--- src/rtl/rgb_unpack_pkg.sv ---
`default_nettype none
// ============================================================================
//  Package     : rgb_unpack_pkg
//  Description : Shared definitions for the RGB565 FIFO unpacker: FSM state
//                encoding, RGB565 field offsets and the 565 -> 888 expansion.
//  Revision    : 1.0 - initial release
// ============================================================================
package rgb_unpack_pkg;

   typedef enum logic [1:0] {
      ST_WAIT_VS  = 2'd0,
      ST_ACTIVE   = 2'd1,
      ST_ERR_WAIT = 2'd2
   } state_t;

   // RGB565 layout: {r5, g6, b5}
   localparam int R_LSB = 11;
   localparam int R_W   = 5;
   localparam int G_LSB = 5;
   localparam int G_W   = 6;
   localparam int B_LSB = 0;
   localparam int B_W   = 5;

   // Replicate the MSBs into the vacated LSBs so full-scale maps to 0xFF.
   function automatic logic [23:0] expand565(input logic [15:0] p);
      logic [4:0] r5;
      logic [5:0] g6;
      logic [4:0] b5;
      r5 = p[R_LSB +: R_W];
      g6 = p[G_LSB +: G_W];
      b5 = p[B_LSB +: B_W];
      return {r5, r5[4:2], g6, g6[5:4], b5, b5[4:2]};
   endfunction

endpackage : rgb_unpack_pkg
`default_nettype wire

--- src/rtl/rgb565_to_888.sv ---
`default_nettype none
// ============================================================================
//  Module      : rgb565_to_888
//  Description : Registered RGB565 -> RGB888 expansion of one pixel plus the
//                matching 1-cycle delay of the video timing signals, so colour
//                and timing leave aligned.
//  Ports       : clk, rst          - clock, synchronous active-high reset
//                pix_vld, pix      - pixel strobe and RGB565 pixel
//                vs/hs/de_in       - timing inputs
//                vs/hs/de_out      - timing delayed by one cycle
//                r/g/b_out         - expanded colour, 0 when pix_vld is low
//  Revision    : 1.0 - initial release
// ============================================================================
module rgb565_to_888
   import rgb_unpack_pkg::*;
(
   input  logic        clk,
   input  logic        rst,
   input  logic        pix_vld,
   input  logic [15:0] pix,
   input  logic        vs_in,
   input  logic        hs_in,
   input  logic        de_in,
   output logic        vs_out,
   output logic        hs_out,
   output logic        de_out,
   output logic [7:0]  r_out,
   output logic [7:0]  g_out,
   output logic [7:0]  b_out
);

   logic [23:0] rgb;

   always_comb begin
      rgb = 24'd0;
      if (pix_vld)
         rgb = expand565(pix);
   end

   always_ff @(posedge clk) begin
      if (rst) begin
         vs_out <= 1'b0;
         hs_out <= 1'b0;
         de_out <= 1'b0;
         r_out  <= 8'd0;
         g_out  <= 8'd0;
         b_out  <= 8'd0;
      end else begin
         vs_out <= vs_in;
         hs_out <= hs_in;
         de_out <= de_in;
         r_out  <= rgb[23:16];
         g_out  <= rgb[15:8];
         b_out  <= rgb[7:0];
      end
   end

endmodule : rgb565_to_888
`default_nettype wire

--- src/rtl/rgb565_fifo_unpacker.sv ---
`default_nettype none
// ============================================================================
//  Module      : rgb565_fifo_unpacker
//  Description : Read-side consumer of the HDMI prefetch FIFO. Pops packed
//                RGB565 words through a show-ahead rd_vld/rd_en handshake,
//                emits one pixel per active video cycle as RGB888, and flags
//                FIFO underflow and line/word misalignment.
//  Ports       : clk, rst          - read/pixel clock, sync active-high reset
//                enable            - run; low stops popping and blanks pixels
//                rd_data, rd_vld   - FIFO head word and its valid
//                rd_en             - combinational pop of the head word
//                vs/hs/de_in       - timing generator inputs
//                vs/hs/de_out      - timing delayed one cycle
//                r/g/b_out         - RGB888 aligned with de_out
//                underflow         - sticky error flag
//                err_cnt           - saturating error event count
//                clr_status        - clears underflow and err_cnt
//  Revision    : 1.0 - initial release
// ============================================================================
module rgb565_fifo_unpacker
   import rgb_unpack_pkg::*;
#(
   parameter int PIX_PER_WORD = 2,
   parameter int DATA_W       = 16 * PIX_PER_WORD,
   parameter int CNT_W        = 16
) (
   input  logic              clk,
   input  logic              rst,
   input  logic              enable,
   input  logic [DATA_W-1:0] rd_data,
   input  logic              rd_vld,
   output logic              rd_en,
   input  logic              vs_in,
   input  logic              hs_in,
   input  logic              de_in,
   output logic              vs_out,
   output logic              hs_out,
   output logic              de_out,
   output logic [7:0]        r_out,
   output logic [7:0]        g_out,
   output logic [7:0]        b_out,
   output logic              underflow,
   output logic [CNT_W-1:0]  err_cnt,
   input  logic              clr_status
);

   localparam int PH_W = (PIX_PER_WORD > 1) ? $clog2(PIX_PER_WORD) : 1;
   localparam logic [PH_W-1:0] PH_LAST = PH_W'(PIX_PER_WORD - 1);

   generate
      if (!(PIX_PER_WORD == 1 || PIX_PER_WORD == 2 || PIX_PER_WORD == 4)
          || DATA_W != 16 * PIX_PER_WORD) begin : g_param_check
         $error("rgb565_fifo_unpacker: illegal PIX_PER_WORD/DATA_W");
      end
   endgenerate

   state_t            state;
   logic [PH_W-1:0]   phase;
   logic              vs_d;
   logic              de_d;

   logic              vs_rise;
   logic              running;
   logic              take;
   logic              uf_evt;
   logic              ma_evt;
   logic              err_evt;
   logic              last;
   logic [15:0]       pix;

   assign vs_rise = vs_in & ~vs_d;
   assign running = (state == ST_ACTIVE) & enable;
   assign take    = running & de_in & rd_vld;
   assign uf_evt  = running & de_in & ~rd_vld;
   // Line ended part-way through a word: the packing is out of step.
   assign ma_evt  = running & ~de_in & de_d & (phase != '0);
   assign err_evt = uf_evt | ma_evt;
   assign last    = (phase == PH_LAST);

   // Depends only on registered state/phase and de_in/rd_vld/enable, never
   // on anything fed back from the FIFO, so no combinational loop forms.
   assign rd_en   = take & last & ~rst;

   always_comb begin
      pix = rd_data[15:0];
      for (int i = 1; i < PIX_PER_WORD; i++) begin
         if (phase == PH_W'(i))
            pix = rd_data[i*16 +: 16];
      end
   end

   always_ff @(posedge clk) begin
      if (rst) begin
         state <= ST_WAIT_VS;
         phase <= '0;
         vs_d  <= 1'b0;
         de_d  <= 1'b0;
      end else begin
         vs_d <= vs_in;
         de_d <= de_in;
         if (!enable) begin
            state <= ST_WAIT_VS;
            phase <= '0;
         end else begin
            case (state)
               ST_WAIT_VS, ST_ERR_WAIT: begin
                  if (vs_rise) begin
                     state <= ST_ACTIVE;
                     phase <= '0;
                  end
               end
               ST_ACTIVE: begin
                  if (take) begin
                     phase <= last ? '0 : phase + PH_W'(1);
                  end else if (uf_evt) begin
                     // Word stays at the FIFO head; the writer realigns on
                     // the next frame.
                     state <= ST_ERR_WAIT;
                  end else if (ma_evt) begin
                     state <= ST_ERR_WAIT;
                     phase <= '0;
                  end else if (vs_rise) begin
                     phase <= '0;
                  end
               end
               default: begin
                  state <= ST_WAIT_VS;
                  phase <= '0;
               end
            endcase
         end
      end
   end

   // A clear coinciding with an error keeps that error.
   always_ff @(posedge clk) begin
      if (rst) begin
         underflow <= 1'b0;
         err_cnt   <= '0;
      end else if (clr_status) begin
         underflow <= err_evt;
         err_cnt   <= err_evt ? CNT_W'(1) : '0;
      end else if (err_evt) begin
         underflow <= 1'b1;
         if (err_cnt != {CNT_W{1'b1}})
            err_cnt <= err_cnt + CNT_W'(1);
      end
   end

   rgb565_to_888 u_expand (
      .clk     (clk),
      .rst     (rst),
      .pix_vld (take),
      .pix     (pix),
      .vs_in   (vs_in),
      .hs_in   (hs_in),
      .de_in   (de_in),
      .vs_out  (vs_out),
      .hs_out  (hs_out),
      .de_out  (de_out),
      .r_out   (r_out),
      .g_out   (g_out),
      .b_out   (b_out)
   );

endmodule : rgb565_fifo_unpacker
`default_nettype wire

--- config.mk ---
export PLATFORM = sky130hd
export DESIGN_NAME = rgb565_fifo_unpacker
export DESIGN_NICKNAME = d
export VERILOG_FILES = /design/src/rtl/rgb_unpack_pkg.sv /design/src/rtl/rgb565_to_888.sv /design/src/rtl/rgb565_fifo_unpacker.sv
export SDC_FILE = /design/constraint.sdc
export NUM_CORES = 1
export LEC_CHECK = 0
export BUFFER_PORTS_ARGS = -buffer_cell sky130_fd_sc_hd__buf_2
export CAP_MARGIN = 30
export CORE_MARGIN = 2
export CORE_UTILIZATION = 35
export CTS_CLUSTER_DIAMETER = 120
export DETAILED_ROUTE_END_ITERATION = 10
export PLACE_DENSITY = 0.66
export SYNTH_ARGS = -nofsm -noshare
export SYNTH_HDL_FRONTEND = slang
export SYNTH_SLANG_ARGS = --single-unit
--- constraint.sdc ---
create_clock -name clk -period 4.2 [get_ports clk]
set_clock_uncertainty 0.05 [all_clocks]
set_input_delay 0.84 -clock clk [delete_from_list [all_inputs] [get_ports clk]]
set_output_delay 0.84 -clock clk [all_outputs]
set_load 0.005 [all_outputs]
==> summary.md, run 1 <==
| Metric | Value |
|---|---|
| DR DRC count | `0` |
| Global route overflow | `0` |
| Cell family with most CP delay | `simple AND/OR/NAND/NOR gates` |
| Slew HR | `slightly below 60%` |
| Multi-input gate area | `912 sq um` |
| Area Growth Syn to Fin | `28.3%` |
| # IOs | `85` |
| Hold Vio Cnt, Final | `0` |
| Final std cells w/o fill | `349` |
| DR vias | `between 1,500 and 2,000` |
| Cell count after synthesis | `200` |
| Setup violations, final | `0` |
| CP max-delay cell | `nand3_1` |
| Worst vdd ir | `around 160 uV` |
| WP data required | `roughly 3.3 ns` |
| DRT iter0 DRCs | `71` |
| Initial antenna violation count | `0` |
| Critical Path Start Type | `input port` |
| Status | `finished, final reports clean` |
| Clock transition at path regs | `0.07 ns` |
| Row cnt | `26` |
| Total die area | `around 0.0057 sq mm` |
| RSZ-0062 raised after global routing | `false` |
| Synth cell types | `38` |
| Number of CTS-inserted buffers | `5` |
| Root buffer cell | `clkbuf_8` |
| Worst setup EP type | `primary output` |
| Core region area | `0.00504 sq mm` |
| Die X | `75.7 um` |
| Crit path top cell by count | `buf_2` |
| Post-DP HPWL | `2890 um` |
| Crit path DAT | `a little under 2 ns` |
| Post-CTS Setup Inserts | `0` |
| Vias in the first global route | `1,311` |
| WL per Instance | `10.8 um` |
| Yosys warnings | `0` |
| Via-to-Cell Ratio | `4.67` |
| Layout net count | `319` |
| Register area | `approximately 800 sq um` |
| Period utilization | `about two thirds` |
| Max_cap viols | `0` |
| CP max FO | `17` |
| Final min period | `2.83 ns` |
| Fin util | `between 40 and 50%` |
| Share of post-route cells with drive strength above 1 | `between 30 and 40%` |
| Syn nets | `241` |
| Cell Area, Synth | `around 0.0018 sq mm` |
| Starting Density | `35.6%` |
| CTS tree | `built` |
| # diodes | `0` |
| CTS sink cnt | `39` |
| CTS Hold Buffers Added | `0` |
| TNS Setup | `0 ns` |
| Post-synthesis sequential area ratio | `43.5%` |
| Power per cell area | `287 mW/mm^2` |
| H-tree Lvls | `2` |
| Port bufs | `84` |
| Slowest cell delay on critical path | `around 0.46 ns` |
| Global-route wire length before repair | `5890 um` |
| Clock Path Buffers | `2` |
| Gpl congestion | `0.716` |
| Seq cells post-synth | `39` |
| # placed instances | `about 340` |
| Fill cells | `520` |
| Worst skew pair latency | `0.29 ns` |
| Hold WC Path Type | `reg -> reg` |
| Avg Cell Area, Syn | `8.98 sq um` |
| Worst path cell trace | `buf_2, nor2b_1, nand3_1, nor2_1, buf_2` |
| Largest net degree at the start of global routing | `18` |
| Final Slew Violations | `0` |
| F_max | `between 300 and 400 MHz` |
| Post-layout power | `0.000661 W` |
| Die height | `between 70 and 80 um` |
| Leak | `0.996 nW` |
| CTS resizes | `0` |
| Final WL | `approximately 3800 um` |
| Crit path buffers/inverters | `2` |
| DRT Pass-1 Iters | `4` |
| Total Routing Usage GR | `13.3%` |
| CP Class | `in -> out` |
| Slew @ Worst Pin | `0.608 ns` |
| Final ANT Viol Nets | `0` |
==> final timing paths <==
check | from | endpoint | cells after the start | slack (ns)
setup / recovery | rst | rd_en | 5 | 1.37
hold reg to reg | err_cnt[11]$_SDFFE_PP0P_ | err_cnt[11]$_SDFFE_PP0P_ | 2 | 0.46
hold / removal | err_cnt[11]$_SDFFE_PP0P_ | err_cnt[11]$_SDFFE_PP0P_ | 2 | 0.46
setup reg to reg | last$_SDFFE_PP0P_ | err_cnt[4]$_SDFFE_PP0P_ | 6 | 2.17
==> worst min-delay path, stage by stage, from the launching register on <==
cell     delay (ns)
dfxtp_1        0.33
o21ai_0        0.07
a21oi_1        0.06
==> flip-flops by register name (all words and copies together), names as in the netlist <==
signal           cells
u_expand.b_out       5
u_expand.de_out      1
u_expand.vs_out      1
u_expand.g_out       6
u_expand.r_out       5
err_cnt             16
last                 1
underflow            1
u_expand.hs_out      1
state                2
==> Yosys cell counts, drive strengths merged <==
master	n	share of area, %
o31a	1	0.49
dfxtp	39	43
nor2	31	6.9
nand3b	3	1.9
and2	5	1.7
o22ai	1	0.70
nand3	7	2.5
o21ai	12	3.3
buf	12	4.7
or2	1	0.35
a22oi	1	0.42
o21a	1	0.42
a31oi	1	0.35
a21oi	15	4.8
nor4	1	0.35
o221ai	1	0.84
o31ai	2	0.84
and4	3	1.5
nand2	11	2.3
o2111ai	1	0.49
o211ai	3	1.3
nand2b	3	1.2
nand4	3	1.0
xor2	3	1.5
mux2i	16	8.9
and3	2	0.70
or4	1	0.42
or3	9	3.1
inv	3	0.63
ha	1	0.70
nor2b	5	1.7
clkbuf	2	0.42
==> layout make-up <==
cell class,count,share of cell area [%]
Clock buffer,6,3.15
Clock inverter,2,0.543
Multi-Input combinational cell,144,39.6
Timing Repair Buffer,85,18.6
Inverter,3,0.489
Tap cell,70,3.80
Sequential cell,39,33.9
==> cell usage in the layout (no fill, tap or decap), types with 2 or more instances in the layout <==
master	netlist	routed
mux2i_1	16	16
nand2_1	11	11
nand3_2	2	2
nor2_1	30	30
nand4_1	3	3
xor2_1	3	3
dfxtp_1	39	39
o21ai_0	12	12
or3_1	9	9
clkbuf_8	0	5
o31ai_1	2	2
o211ai_1	3	3
nand2b_1	2	2
and3_1	2	2
nor2b_1	5	5
buf_2	2	84
inv_1	3	3
nand3_1	5	5
a21oi_1	14	14
nand3b_1	2	2
and2_1	5	5
and4_1	3	3
==> per-stage QoR <==
stage	area, sq um	hold WS (ns)	worst slack (ns)
global placement	2220	0.443	1.35
finish	2300	0.457	1.37
detailed placement	2220	0.444	1.34
global route	2300	0.501	1.14
floorplan	1800	0.429	1.78
CTS	2300	0.456	1.34
==> cells by family (layout without fill, tap and decap cells) <==
logic type | Yosys count | in the layout | share of synthesized area, %
xor+xnor | 3 | 3 | 1.46
buf+inv | 17 | 96 | 5.78
mux | 16 | 16 | 8.91
compound gates | 39 | 39 | 13.9
flops | 39 | 39 | 43.5
fa+ha+maj | 1 | 1 | 0.696
simple gates | 85 | 85 | 25.8
==> per-layer routing <==
layer,part of all wire (%),GRT usage [%],up-vias
met5,0,0,-
met4,0.95,4.09,0
met3,6.0,3.97,4
met2,46,18.9,41
met1,47,19.4,732
li1,-,-,853
==> where the power goes <==
part	internal [W]	switching [W]
clock network	0.000116	0.000127
logic	0.0000227	0.0000210
registers	0.000372	0.00000159
No activity file was read; power rests on OpenSTA's default activity.
==> run 2: changes to the inputs <==
Clock period 4.2 ns to 3 ns, I/O delays scaled along.
==> summary.md, run 2 (synthesized netlist as in run 1, its figures left out) <==
| Metric | Value |
|---|---|
| Initial antenna violation count | `0 (unchanged)` |
| # IOs | `85 (unchanged)` |
| DRT Pass-1 Iters | `4 (unchanged)` |
| Cell depth of the worst setup path | `6 (+1)` |
| Total die area | `0.00572 sq mm (unchanged)` |
| Clock Path Buffers | `2 (unchanged)` |
| CTS sink cnt | `39 (unchanged)` |
| Max_cap viols | `0 (unchanged)` |
| CTS resizes | `0 (unchanged)` |
| Vias in the first global route | `1,373 (+4.7%)` |
| Final ANT Viol Nets | `0 (unchanged)` |
| Worst setup EP type | `primary output` |
| Register-to-Register Path Depth | `6 (unchanged)` |
| Cell family with most CP delay | `simple AND/OR/NAND/NOR gates` |
| Slew @ Worst Pin | `0.559 ns (-0.0497 ns)` |
| Die height | `75.7 um (unchanged)` |
| Worst vdd ir | `265 uV (+68%)` |
| Share of post-route cells with drive strength above 1 | `36.8% (+0.58 points)` |
| Grt peak-use layer | `met2` |
| Slew HR | `62.8% (+3.4 points)` |
| Core region area | `0.00504 sq mm (unchanged)` |
| WP data required | `2.35 ns (-0.96 ns)` |
| # diodes | `0 (unchanged)` |
| RSZ-0062 raised after global routing | `false` |
| Largest net degree at the start of global routing | `20 (+2)` |
| Biggest register | `err_cnt` |
| WHS | `0.462 ns (+0.00506 ns)` |
| CTS tree | `built` |
| Hold Vio Cnt, Final | `0 (unchanged)` |
| Slowest cell delay on critical path | `0.37 ns (-0.09 ns)` |
| Pre-CTS WS | `0.824 ns (-0.520 ns)` |
| Hold WC Path Type | `reg -> reg` |
| Die X | `75.7 um (unchanged)` |
| CP Class | `reg -> out` |
| Gpl congestion | `0.701 (-2.1%)` |
| Via-to-Cell Ratio | `4.66 (-0.22%)` |
| DR DRC count | `0 (unchanged)` |
| Final min period | `around 2.2 ns` |
| CTS Hold Buffers Added | `0 (unchanged)` |
| Power per cell area | `398 mW/mm^2 (+39%)` |
| TNS Setup | `0 ns (unchanged)` |
| Met3 usage | `3.84% (-0.13 points)` |
| Starting Density | `35.6% (unchanged)` |
| Final std cells w/o fill | `350 (+0.29%)` |
| Row cnt | `26 (unchanged)` |
| Worst Slack Setup Final | `0.793 ns (-0.576 ns)` |
| Setup violations, final | `0 (unchanged)` |
| Area Growth Syn to Fin | `28.6%` |
| Crit path buffers/inverters | `2 (unchanged)` |
| WL per Instance | `11.1 um (+2.5%)` |
| Max reg flops | `16 (unchanged)` |
| Port bufs | `84 (unchanged)` |
| Fill cells | `512 (-1.5%)` |
| Global route overflow | `0 (unchanged)` |
| H-tree Lvls | `2 (unchanged)` |
| Final WL | `3880 um (+2.8%)` |
| Leading cell type in the layout, fill and taps excluded | `buf_2` |
| Period utilization | `73.6%` |
| Root buffer cell | `clkbuf_8` |
| Post-CTS Setup Inserts | `0 (unchanged)` |
| Clock transition at path regs | `0.07 ns (about the same)` |
| Worst path cell trace | `nor2b_1, and2_1, nand3_1, buf_4, nor2_1, buf_2` |
| WHS Path Cells | `2 (unchanged)` |
| Fin util | `45.8% (+0.12 points)` |
| CP max-delay cell | `dfxtp_1` |
| Grt met2 use | `21.7% (+2.8 points)` |
| Most frequent cells in the layout | `buf_2, dfxtp_1, nor2_1, mux2i_1, a21oi_1` |
| Number of CTS-inserted buffers | `5 (unchanged)` |
| F_max | `453 MHz` |
| DR vias | `1,631 (+0.061%)` |
| Total Routing Usage GR | `13.8% (+0.48 points)` |
| Top flop regs | `err_cnt: 16 flops, u_expand.g_out: 6 flops` |
| Post-DP HPWL | `2980 um (+3.3%)` |
| CP max FO | `17 (unchanged)` |
| Worst skew pair latency | `0.28 ns (about the same)` |
| Leak | `1.01 nW (+1.1%)` |
| # placed instances | `342 (+0.29%)` |
| DRT iter0 DRCs | `44 (-38%)` |
| Final Slew Violations | `0 (unchanged)` |
| Crit path DAT | `1.56 ns (-0.38 ns)` |
| Layout net count | `320 (+0.31%)` |
| Status | `finished, final reports clean` |
| GR Util met1 | `18.6% (-0.79 points)` |
| Global-route wire length before repair | `6160 um (+4.6%)` |
| Critical Path Start Type | `register` |
==> run 2: worst min-delay path, cell delays in order, from the launching register on <==
cell     delay (ns)
dfxtp_1        0.34
o31ai_1        0.07
a21oi_1        0.06
==> run 2: final timing paths <==
path | endpoint | start | slack (ns)
max | rd_en | state[0]$_SDFFE_PP0P_ | 0.79
min reg2reg | err_cnt[13]$_SDFFE_PP0P_ | err_cnt[13]$_SDFFE_PP0P_ | 0.46
max reg2reg | err_cnt[9]$_SDFFE_PP0P_ | err_cnt[0]$_SDFFE_PP0P_ | 1.07
min | err_cnt[13]$_SDFFE_PP0P_ | err_cnt[13]$_SDFFE_PP0P_ | 0.46
==> run 2: per-layer routing <==
metal,part of all wire (%),vias up,wire length [um]
li1,-,852,-
met1,44,731,1690
met2,50,46,1930
met3,6.5,2,254
met4,0.077,0,3
met5,0,-,0
==> run 2: per-stage QoR <==
stage               cell area (sq um)  total power [W]
floorplan                        1800         0.000564
global placement                 2230         0.000597
detailed placement               2230         0.000597
CTS                              2310         0.000932
global route                     2310         0.000962
finish                           2310         0.000920
==> run 2: layout make-up <==
type | instances | area, sq um | share of cell area [%]
tap | 70 | 87.6 | 3.79
timing repair buffer | 86 | 435 | 18.8
inverter | 3 | 11.3 | 0.487
multi-input combinational | 144 | 912 | 39.5
clock inverter | 3 | 15.0 | 0.650
sequential | 39 | 781 | 33.8
clock buffer | 5 | 68.8 | 2.98
==> run 2: report_power, final <==
| group | total (W) | switching [W] | leakage (nW) | internal (W) |
|---|---|---|---|---|
| registers | 0.000523 | 0.00000227 | 0.315 | 0.000521 |
| logic | 0.0000613 | 0.0000294 | 0.644 | 0.0000319 |
| clock network | 0.000336 | 0.000177 | 0.0477 | 0.000159 |
| total | 0.000920 | 0.000208 | 1.01 | 0.000712 |
==> run 3: changes to the inputs <==
Settings changed: PLACE_DENSITY 0.66 to 0.69.
Clock period 3 ns to 1.9 ns, I/O delays scaled along.
==> summary.md, run 3 (synthesized netlist as in run 1, its figures left out) <==
| Metric | Value |
|---|---|
| CTS tree | `built` |
| Largest net degree at the start of global routing | `20 (unchanged)` |
| Crit path buffers/inverters | `1 (-1)` |
| Power per cell area | `679 mW/mm^2 (+70%)` |
| Final Slew Violations | `0 (unchanged)` |
| # diodes | `0 (unchanged)` |
| Number of CTS-inserted buffers | `5 (unchanged)` |
| CP max FO | `4 (-13)` |
| Global route overflow | `0 (unchanged)` |
| Layout net count | `330 (+3.1%)` |
| Most frequent cells in the layout | `buf_2, dfxtp_1, nor2_1, mux2i_1, a21oi_1` |
| Final min period | `1.77 ns` |
| Total Routing Usage GR | `13.6% (-0.21 points)` |
| Hold WC Path Type | `in -> reg` |
| Slew HR | `70.3% (+7.5 points)` |
| Hold Vio Cnt, Final | `0 (unchanged)` |
| Worst vdd ir | `454 uV (+71%)` |
| Die height | `75.7 um (unchanged)` |
| Cell depth of the worst setup path | `5 (-1)` |
| Fill cells | `510 (-0.39%)` |
| Area Growth Syn to Fin | `35.5%` |
| Biggest register | `err_cnt` |
| F_max | `about 570 MHz` |
| # IOs | `85 (unchanged)` |
| Critical Path Start Type | `register` |
| CP max-delay cell | `dfxtp_1` |
| Max reg flops | `16 (unchanged)` |
| Worst Slack Setup Final | `0.134 ns (-0.659 ns)` |
| WHS Path Cells | `2 (unchanged)` |
| Pre-CTS WS | `0.00361 ns (-0.820 ns)` |
| Final WL | `4060 um (+4.5%)` |
| Max_cap viols | `0 (unchanged)` |
| DR DRC count | `0 (unchanged)` |
| Worst setup EP type | `primary output` |
| Critical R2R Launch | `err_cnt[0]$_SDFFE_PP0P_` |
| Leak | `1.08 nW (+7.1%)` |
| Initial antenna violation count | `0 (unchanged)` |
| Root buffer cell | `clkbuf_8` |
| DR vias | `1,663 (+2.0%)` |
| Setup violations, final | `0 (unchanged)` |
| H-tree Lvls | `2 (unchanged)` |
| WP data required | `1.47 ns (-0.88 ns)` |
| Row cnt | `26 (unchanged)` |
| Crit path DAT | `1.34 ns (-0.22 ns)` |
| WL per Instance | `11.3 um (+1.6%)` |
| Status | `finished, final reports clean` |
| Top flop regs | `err_cnt: 16 flops, u_expand.g_out: 6 flops` |
| Share of post-route cells with drive strength above 1 | `39.3% (+2.5 points)` |
| Gpl congestion | `0.771 (+9.9%)` |
| Worst skew pair latency | `0.30 ns (+0.02 ns)` |
| Worst path cell trace | `nor2b_4, and2_1, nand3_1, nor2_1, buf_2` |
| Period utilization | `92.9%` |
| TNS Setup | `0 ns (unchanged)` |
| Via-to-Cell Ratio | `4.62 (-0.87%)` |
| RSZ-0062 raised after global routing | `false` |
| Clock transition at path regs | `0.08 ns (about the same)` |
| # placed instances | `350 (+2.3%)` |
| Final std cells w/o fill | `360 (+2.9%)` |
| Crit path from | `state[0]$_SDFFE_PP0P_` |
| DRT Pass-1 Iters | `4 (unchanged)` |
| CTS sink cnt | `39 (unchanged)` |
| DRT iter0 DRCs | `36 (-18%)` |
| Register-to-Register Path Depth | `7 (+1)` |
| Hold wc startpoint | `hs_in` |
| Port bufs | `84 (unchanged)` |
| Global-route wire length before repair | `5980 um (-2.9%)` |
| CTS Hold Buffers Added | `0 (unchanged)` |
| Die X | `75.7 um (unchanged)` |
| Total die area | `0.00572 sq mm (unchanged)` |
| Core region area | `0.00504 sq mm (unchanged)` |
| Final ANT Viol Nets | `0 (unchanged)` |
| Vias in the first global route | `1,365 (-0.58%)` |
| Post-DP HPWL | `2990 um (+0.42%)` |
| Starting Density | `35.6% (unchanged)` |
| Slew @ Worst Pin | `0.442 ns (-0.117 ns)` |
| Leading cell type in the layout, fill and taps excluded | `buf_2` |
| CP Class | `reg -> out` |
| Clock Path Buffers | `2 (unchanged)` |
| Cell family with most CP delay | `simple AND/OR/NAND/NOR gates` |
| Slowest cell delay on critical path | `0.39 ns (+0.02 ns)` |
[run 3: cell type report]
type | count | area, sq um | share of cell area, %
clock buffers | 6 | 82.6 | 3.39
clock inverters | 2 | 35.0 | 1.44
inverters | 3 | 11.3 | 0.462
multi-input cells | 144 | 927 | 38.1
flip-flops and latches | 39 | 781 | 32.1
well taps | 70 | 87.6 | 3.60
repair buffers | 96 | 510 | 21.0
[run 3: repair_timing]
action | 4_1_cts | 5_1_grt
endpoints found under the setup margin | 0 | 10
setup buffers | 0 | 2
gates resized for setup | 0 | 3
[run 3: where the power goes]
| group | internal, W | switching, W | leakage (nW) | total (W) |
|---|---|---|---|---|
| registers | 0.000822 | 0.00000365 | 0.315 | 0.000826 |
| logic | 0.0000581 | 0.0000486 | 0.702 | 0.000107 |
| clock network | 0.000425 | 0.000294 | 0.0612 | 0.000719 |
| total | 0.00131 | 0.000347 | 1.08 | 0.00165 |
[run 3: worst paths after layout]
check / end / slack [ns]
max: rd_en / 0.13
min reg2reg: err_cnt[10]$_SDFFE_PP0P_ / 0.47
max reg2reg: err_cnt[2]$_SDFFE_PP0P_ / 0.14
min: u_expand.hs_out$_SDFF_PP0_ / 0.25
[run 3: stage by stage]
stage               power, W  hold WS [ns]  instance area, sq um  util, %
floorplan           0.000891         0.399                  1800        -
global placement    0.000945         0.431                  2290     45.4
detailed placement  0.000946         0.428                  2290     45.4
CTS                  0.00167         0.250                  2400     47.7
global route         0.00172         0.248                  2430     48.3
finish               0.00165         0.254                  2430     48.3
[run 3: worst register-to-register path, cell delays in order, from the launching register on]
cell and delay [ns]:
dfxtp_1 0.32, ha_1 0.24, and2_1 0.18, nand4_1 0.16, o22ai_4 0.14, buf_4 0.17, or3_1 0.30, a21oi_1 0.15
[run 3: routing by layer]
layer / track usage, % / up-vias / wire length [um]
li1: - / 871 / -
met1: 17.7 / 745 / 1800
met2: 21.5 / 44 / 2010
met3: 5.29 / 3 / 221
met4: 2.92 / 0 / 19
met5: 0 / - / 0
